<file path="src/rtl/wb_stage.sv">
// Writeback stage: WB pipeline register, load formatting, result select, retire counter.
// Define WB_FWD_EN to compile in WB->EX forwarding; otherwise a hazard flag is raised instead.
module wb_stage (
    input  logic        clk,
    input  logic        rst,
    input  logic        stall,
    input  logic        flush,
    input  logic        ex_valid,
    input  logic        ex_Reg_WE,
    input  logic [4:0]  ex_AddrD,
    input  logic [1:0]  ex_WBSel,
    input  logic [2:0]  ex_funct3,
    input  logic [31:0] ex_alu,
    input  logic [31:0] ex_pc,
    input  logic [31:0] mem_rdata,
    input  logic [4:0]  AddrA,
    input  logic [4:0]  AddrB,
    input  logic [31:0] rf_DataA,
    input  logic [31:0] rf_DataB,
    output logic [31:0] DataD,
    output logic [4:0]  AddrD,
    output logic        Reg_WE,
    output logic [31:0] DataA_fwd,
    output logic [31:0] DataB_fwd,
    output logic        ex_hazard,
    output logic [31:0] instret
);

    logic        wb_valid_q, wb_valid_d;
    logic        wb_we_q,    wb_we_d;
    logic [4:0]  wb_addrd_q, wb_addrd_d;
    logic [1:0]  wb_sel_q,   wb_sel_d;
    logic [2:0]  wb_f3_q,    wb_f3_d;
    logic [31:0] wb_alu_q,   wb_alu_d;
    logic [31:0] wb_pc_q,    wb_pc_d;
    logic [31:0] instret_q,  instret_d;

    // Stall holds every field; flush only turns the incoming entry into a bubble.
    always_comb begin
        wb_valid_d = wb_valid_q;
        wb_we_d    = wb_we_q;
        wb_addrd_d = wb_addrd_q;
        wb_sel_d   = wb_sel_q;
        wb_f3_d    = wb_f3_q;
        wb_alu_d   = wb_alu_q;
        wb_pc_d    = wb_pc_q;
        instret_d  = instret_q;
        if (!stall) begin
            wb_valid_d = ex_valid & ~flush;
            wb_we_d    = ex_Reg_WE;
            wb_addrd_d = ex_AddrD;
            wb_sel_d   = ex_WBSel;
            wb_f3_d    = ex_funct3;
            wb_alu_d   = ex_alu;
            wb_pc_d    = ex_pc;
            if (wb_valid_q)
                instret_d = instret_q + 32'd1;
        end
    end

    always_ff @(posedge clk) begin
        if (rst) begin
            wb_valid_q <= 1'b0;
            wb_we_q    <= 1'b0;
            wb_addrd_q <= 5'd0;
            wb_sel_q   <= 2'b00;
            wb_f3_q    <= 3'b000;
            wb_alu_q   <= 32'd0;
            wb_pc_q    <= 32'd0;
            instret_q  <= 32'd0;
        end else begin
            wb_valid_q <= wb_valid_d;
            wb_we_q    <= wb_we_d;
            wb_addrd_q <= wb_addrd_d;
            wb_sel_q   <= wb_sel_d;
            wb_f3_q    <= wb_f3_d;
            wb_alu_q   <= wb_alu_d;
            wb_pc_q    <= wb_pc_d;
            instret_q  <= instret_d;
        end
    end

    logic [7:0]  ld_byte;
    logic [15:0] ld_half;
    logic [31:0] ld_data;

    always_comb begin
        ld_byte = mem_rdata[7:0];
        case (wb_alu_q[1:0])
            2'd0: ld_byte = mem_rdata[7:0];
            2'd1: ld_byte = mem_rdata[15:8];
            2'd2: ld_byte = mem_rdata[23:16];
            2'd3: ld_byte = mem_rdata[31:24];
            default: ld_byte = mem_rdata[7:0];
        endcase
        ld_half = wb_alu_q[1] ? mem_rdata[31:16] : mem_rdata[15:0];
        case (wb_f3_q)
            3'b000:  ld_data = {{24{ld_byte[7]}}, ld_byte};
            3'b100:  ld_data = {24'd0, ld_byte};
            3'b001:  ld_data = {{16{ld_half[15]}}, ld_half};
            3'b101:  ld_data = {16'd0, ld_half};
            default: ld_data = mem_rdata;
        endcase
    end

    always_comb begin
        case (wb_sel_q)
            2'b01:   DataD = ld_data;
            2'b10:   DataD = wb_pc_q + 32'd4;
            default: DataD = wb_alu_q;
        endcase
    end

    logic wb_wr, match_a, match_b;

    assign wb_wr   = wb_valid_q & wb_we_q & (wb_addrd_q != 5'd0);
    assign match_a = wb_wr & (wb_addrd_q == AddrA);
    assign match_b = wb_wr & (wb_addrd_q == AddrB);

    assign AddrD   = wb_addrd_q;
    assign Reg_WE  = wb_wr & ~stall;
    assign instret = instret_q;

`ifdef WB_FWD_EN
    // Bypass ignores stall: the held WB result is still the youngest value.
    assign DataA_fwd = match_a ? DataD : rf_DataA;
    assign DataB_fwd = match_b ? DataD : rf_DataB;
    assign ex_hazard = 1'b0;
`else
    assign DataA_fwd = rf_DataA;
    assign DataB_fwd = rf_DataB;
    assign ex_hazard = match_a | match_b;
`endif

endmodule

</file>
<file path="config.mk">
export PLATFORM = sky130hd
export DESIGN_NAME = wb_stage
export DESIGN_NICKNAME = d
export VERILOG_FILES = /design/src/rtl/wb_stage.sv
export SDC_FILE = /design/constraint.sdc
export NUM_CORES = 1
export LEC_CHECK = 0
export CORE_MARGIN = 4
export CORE_UTILIZATION = 41
export DETAILED_ROUTE_END_ITERATION = 16
export PLACE_DENSITY = 0.78
export SYNTH_ARGS = -nofsm -noshare
export SYNTH_HDL_FRONTEND = slang
export SYNTH_SLANG_ARGS = --single-unit
</file>
<file path="constraint.sdc">
create_clock -name clk -period 2.9 [get_ports clk]
set_input_delay 0.87 -clock clk [delete_from_list [all_inputs] [get_ports clk]]
set_output_delay 0.87 -clock clk [all_outputs]
set_load 0.02 [all_outputs]
</file>
# Word-level counts from Yosys, hierarchy flattened
# Cells that the tools add are included.
word_totals:
  out_inout_bits: 135
  ff_bits: 108
op_classes:
  n_mux: 4
  n_reduce_logical: 4
  eq_ne: 10
  add_sub_neg: 2
  bitwise_logic: 9
op_table:
  columns: ["op", "count"]
  rows:
  - ["case mux 32 bit (4 select lines)", 1]
  - ["case mux 32 bit (2 select lines)", 1]
  - ["adder 32 x 1 -> 32 bit, second input constant", 1]
  - ["adder 32 x 3 -> 32 bit, second input constant", 1]
  - ["case mux 8 bit (4 select lines)", 1]
  - ["2-to-1 mux 16 bit", 1]
  - ["== test 5 bit", 2]
  - ["AND 1 bit", 6]
  - ["== test 2 bit, second input constant", 3]
  - ["== test 3 bit, second input constant", 2]
  - ["nonzero test 5 bit", 1]
  - ["== test 2 x 1 -> 1 bit, second input constant", 2]
  - ["== test 3 x 1 -> 1 bit, second input constant", 1]
  - ["logical NOT 3 bit", 1]
  - ["logical NOT 2 bit", 1]
  - ["NOT 1 bit", 2]
  - ["AND reduction 2 bit", 1]
  - ["OR 1 bit", 1]

# Longest topological paths before layout
depth:
  depth_word: 4
  mapped_depth: 8
  ltp_nobuf: 7

# Worst setup path after synthesis
# No wires, ideal clock.
synth_timing:
  kind: "input port to output port"
  from: "input mem_rdata[31]"
  to: "output DataD[9]"
  cell_stages: 5
  arrival_time_ns: 2.101
  required_ns: 2.030
  path_slack_ns: -0.071
  path_cell_list: "mux4_2 a211oi_2 nor2b_1 a22oi_1 o21ai_0"
synth_via:
  elab_chain_cells: 3
synth_lines:
  columns: ["item", "line_no", "rtl"]
  rows:
  - ["start: declaration", "15", "input logic [31:0] mem_rdata,"]
  - ["case mux 8 bit (4 select lines)", "89", "case (wb_alu_q[1:0])"]
  - ["case mux 32 bit (4 select lines)", "97", "case (wb_f3_q)"]
  - ["case mux 32 bit (2 select lines)", "107", "case (wb_sel_q)"]
  - ["end: declaration", "20", "output logic [31:0] DataD,"]
# Every way passes these cells.

# Worst setup path in the final report
# Ends and elaborated chain as after synthesis.

==> impl_metrics.py <==
metrics = {
    "finish": {
        "drive_above_1_share_pct": 24.8,
        "layout.nets": 1159,
        "stdcell_area_sq_um": 9500,
        "fill_cells": 1334,
        "area_growth_pct": 46.5,
    },
    "hold_path": {
        "hp-class": "reg2reg",
    },
    "placed_design": {
        "dp_hpwl_mm": 16.6,
        "gp_congestion": 0.932,
        "dpl_worst_slack_ns": -1.19,
        "port_buffers": 192,
        "place_area_sq_um": 8760,
    },
    "global_route": {
        "track_usage_pct": 23.6,
        "grt_pass1_wl_mm": 33.7,
        "grt_pass1_vias": 6046,
        "grt_overflow": 0,
        "grt_max_degree": 78,
        "antenna_found_initial": 2,
    },
    "route": {
        "dr.first_iter.drc_count": 478,
        "wl_met2_mm": 10.7,
        "vias": 6259,
        "avgRoutedWirePerCell_microns": 18.6,
        "m1WireLength_mm": 9.19,
        "dr.pass1.iters": 5,
        "routed_wl_mm": 22.2,
        "wl_met3_mm": 1.86,
        "antenna_left": 0,
        "avgViaCountPerCell": 5.27,
        "routed.top_layer": "met4",
        "drcViolationCount": 0,
    },
    "cts": {
        "cts_sinks": 108,
        "cts_max_level": 3,
        "clockBufferDepth": 2,
        "root_buffer": "clkbuf_16",
        "cts.clk_slew.worst_paths_ns": 0.07,
        "insertion_delay_ns": 0.36,
        "cts_tree": "done",
        "cts_hold_buf": 0,
        "cts_buffers": 9,
    },
    "critical_path": {
        "timing.rr.end": "instret[31]",
        "crit_top_cell": "buf_6",
        "cp_cell_sequence": "buf_6 -> mux4_2 -> a211oi_4 -> nor2b_4 -> a22oi_2 -> o21ai_2 -> buf_6",
        "cp-startpoint": "mem_rdata[31]",
        "crit_slowest_cell": "mux4_2",
        "path_buf_inv": 2,
        "cp.required_ns": 2.03,
        "critPathArrivalTime_ns": 2.35,
        "cp_max_fo": 6,
        "cp-start-kind": "input pin",
        "crit_family": "compound AO/OA/AOI/OAI gates",
        "timing.rr.start": "wb_valid_q",
        "reg2regPathDepth": 5,
        "crit_path_end": "DataD[9]",
        "worst-setup-path-type": "in2out",
        "worstSetupEndpointType": "output pin",
        "rrSetupSlack_ns": 0.98,
        "critical_path_depth": 7,
        "cpPeakStageDelay_ns": 0.53,
    },
    "sta": {
        "hold_viol": 0,
        "holdWs_ns": 0.504,
        "relSlewSlack_pct": 62.7,
        "worst_clock_skew_ns": 0.00365,
        "final.min_clock_period_ns": 3.22,
        "min_period_over_period_pct": 111,
        "tns_ns": -4.12,
        "fmax_ghz": 0.310,
        "setup_slack_ns": -0.324,
        "setup_violations": 24,
        "rsz0062_at_grt": "yes",
        "slew_viol_final": 0,
        "worst_pin_slew_ns": 0.560,
    },
    "yosys": {
        "yosys_warnings": 0,
        "synth_area_per_cell_sq_um": 8.40,
        "synth_area_leader_cell": "dfxtp_1",
        "synthCells": 772,
        "synth_cell_type_count": 53,
        "yosys-top-cells-area": "dfxtp_1 33%, mux2i_1 12%, buf_4 7.5%, nor2_1 6.8%, xor2_1 5.7%",
        "syn_area_sq_um": 6480,
        "synth_seq_area_share_pct": 33.3,
        "synth_top_area_share_pct": 33.3,
        "ys_dominant_reg_cell": "dfxtp_1",
        "ys_seq_elements": 108,
        "synth_common_cells": "118 x nor2_1, 108 x dfxtp_1, 78 x mux2i_1",
        "synth_fp_nets": 962,
        "synth_edf_count": 0,
        "yosysMostFrequentCell": "nor2_1",
        "synthArstFlopShare_pct": 0,
    },
    "status": {
        "status": "finished, violations left",
        "violations": "negative setup slack",
    },
    "floorplanning": {
        "core_sq_um": 15400,
        "dieArea_sq_um": 17900,
        "die_w_microns": 134,
        "ioPinCount": 321,
        "fp.dieH_microns": 134,
        "rows": 45,
        "initial_core_util_pct": 42.2,
    },
    "power": {
        "p_leak_uw": 0.00402,
        "ir_drop_v": 0.000278,
        "power_density_nw_per_um2": 402,
    },
    "run": {
        "cap_viol_max_count": 0,
    },
}
==> flip-flops by register name, indices dropped and copies added (netlist names) <==
| signal | flops |
|---|---|
| instret | 32 |
| wb_f3_q | 3 |
| wb_valid_q | 1 |
| AddrD | 5 |
| wb_pc_q | 32 |
| wb_sel_q | 2 |
| wb_alu_q | 32 |
| wb_we_q | 1 |
==> tightest hold or removal path, delay by kind of cell (launching register included) <==
| kind | cells | cell delay (ns) |
|---|---|---|
| flops | 1 | 0.33 |
| mux | 1 | 0.07 |
| simple gates | 1 | 0.07 |
==> layout by cell type, fill, tap and decap left out, types with 12 or more instances in the layout <==
cell type,instances
a22oi_2,12
dfxtp_1,97
nand2_1,45
nand3_1,22
xor2_1,38
buf_4,114
dlymetal6s2s_1,14
dlygate4sd2_1,15
o21ai_1,12
clkdlybuf4s50_1,124
mux2i_1,78
nor2_1,116
xnor2_1,20
buf_6,21
a21oi_1,30
o21ai_0,13
nand4_1,18
==> where the power goes <==
group / internal (uW) / total (uW) / switching [uW]
clock network: 701 / 1300 / 601
logic: 471 / 908 / 437
registers: 1550 / 1610 / 61.3
total: 2720 / 3820 / 1100
==> layer usage <==
| layer | track usage, % | vias up |
|---|---|---|
| met5 | 0 | - |
| met4 | 6.63 | 0 |
| met3 | 6.57 | 37 |
| met2 | 37.8 | 260 |
| met1 | 31.1 | 2912 |
| li1 | - | 3050 |
==> how the worst min path moves through the flow <==
stage	slack, ns	endpoint	start	cells after the start
final	0.50	wb_we_q	wb_we_q	2
after global routing	0.52	wb_alu_q[5]	wb_alu_q[5]	2
after CTS	0.50	wb_alu_q[16]	wb_alu_q[16]	2
after detailed placement	0.49	wb_alu_q[16]	wb_alu_q[16]	2
after global placement	0.47	wb_alu_q[23]	wb_alu_q[23]	2
after floorplan	0.46	wb_alu_q[18]	wb_alu_q[18]	2
==> metrics by stage <==
step / std cells / utilization, % / power [uW]
after floorplan: 772 / - / 2140
after global placement: 1163 / 57.0 / 2460
after detailed placement: 1163 / 57.0 / 2470
after CTS: 1179 / 59.4 / 3770
after global routing: 1187 / 61.8 / 3960
final: 1188 / 61.8 / 3820
==> final cells by class <==
class | count | area, sq um | share of cell area [%]
Tap cell | 211 | 264 | 2.78
Inverter | 8 | 30.0 | 0.316
Timing Repair Buffer | 298 | 2750 | 28.9
Sequential cell | 108 | 2180 | 22.9
Antenna cell | 3 | 7.51 | 0.0790
Clock buffer | 10 | 239 | 2.51
Clock inverter | 6 | 70.1 | 0.737
Multi-Input combinational cell | 544 | 3970 | 41.7
==> logic make-up after synthesis <==
group                      synth area share, %
AOI/OAI and AO/OA                         12.9
xor gates and xnor gates                  8.37
adders and majority gates                0.772
buffers and inverters                     11.0
DFF                                       33.3
muxes                                     12.7
and+or+nand+nor                           20.8
==> repair_timing <==
item,4_1_cts,5_1_grt
pin swaps,25,25
endpoints found under the setup margin,34,33
resized for setup,180,134
gates cloned,0,0
buffers inserted,0,6
No activity file was read; power rests on OpenSTA's default activity.
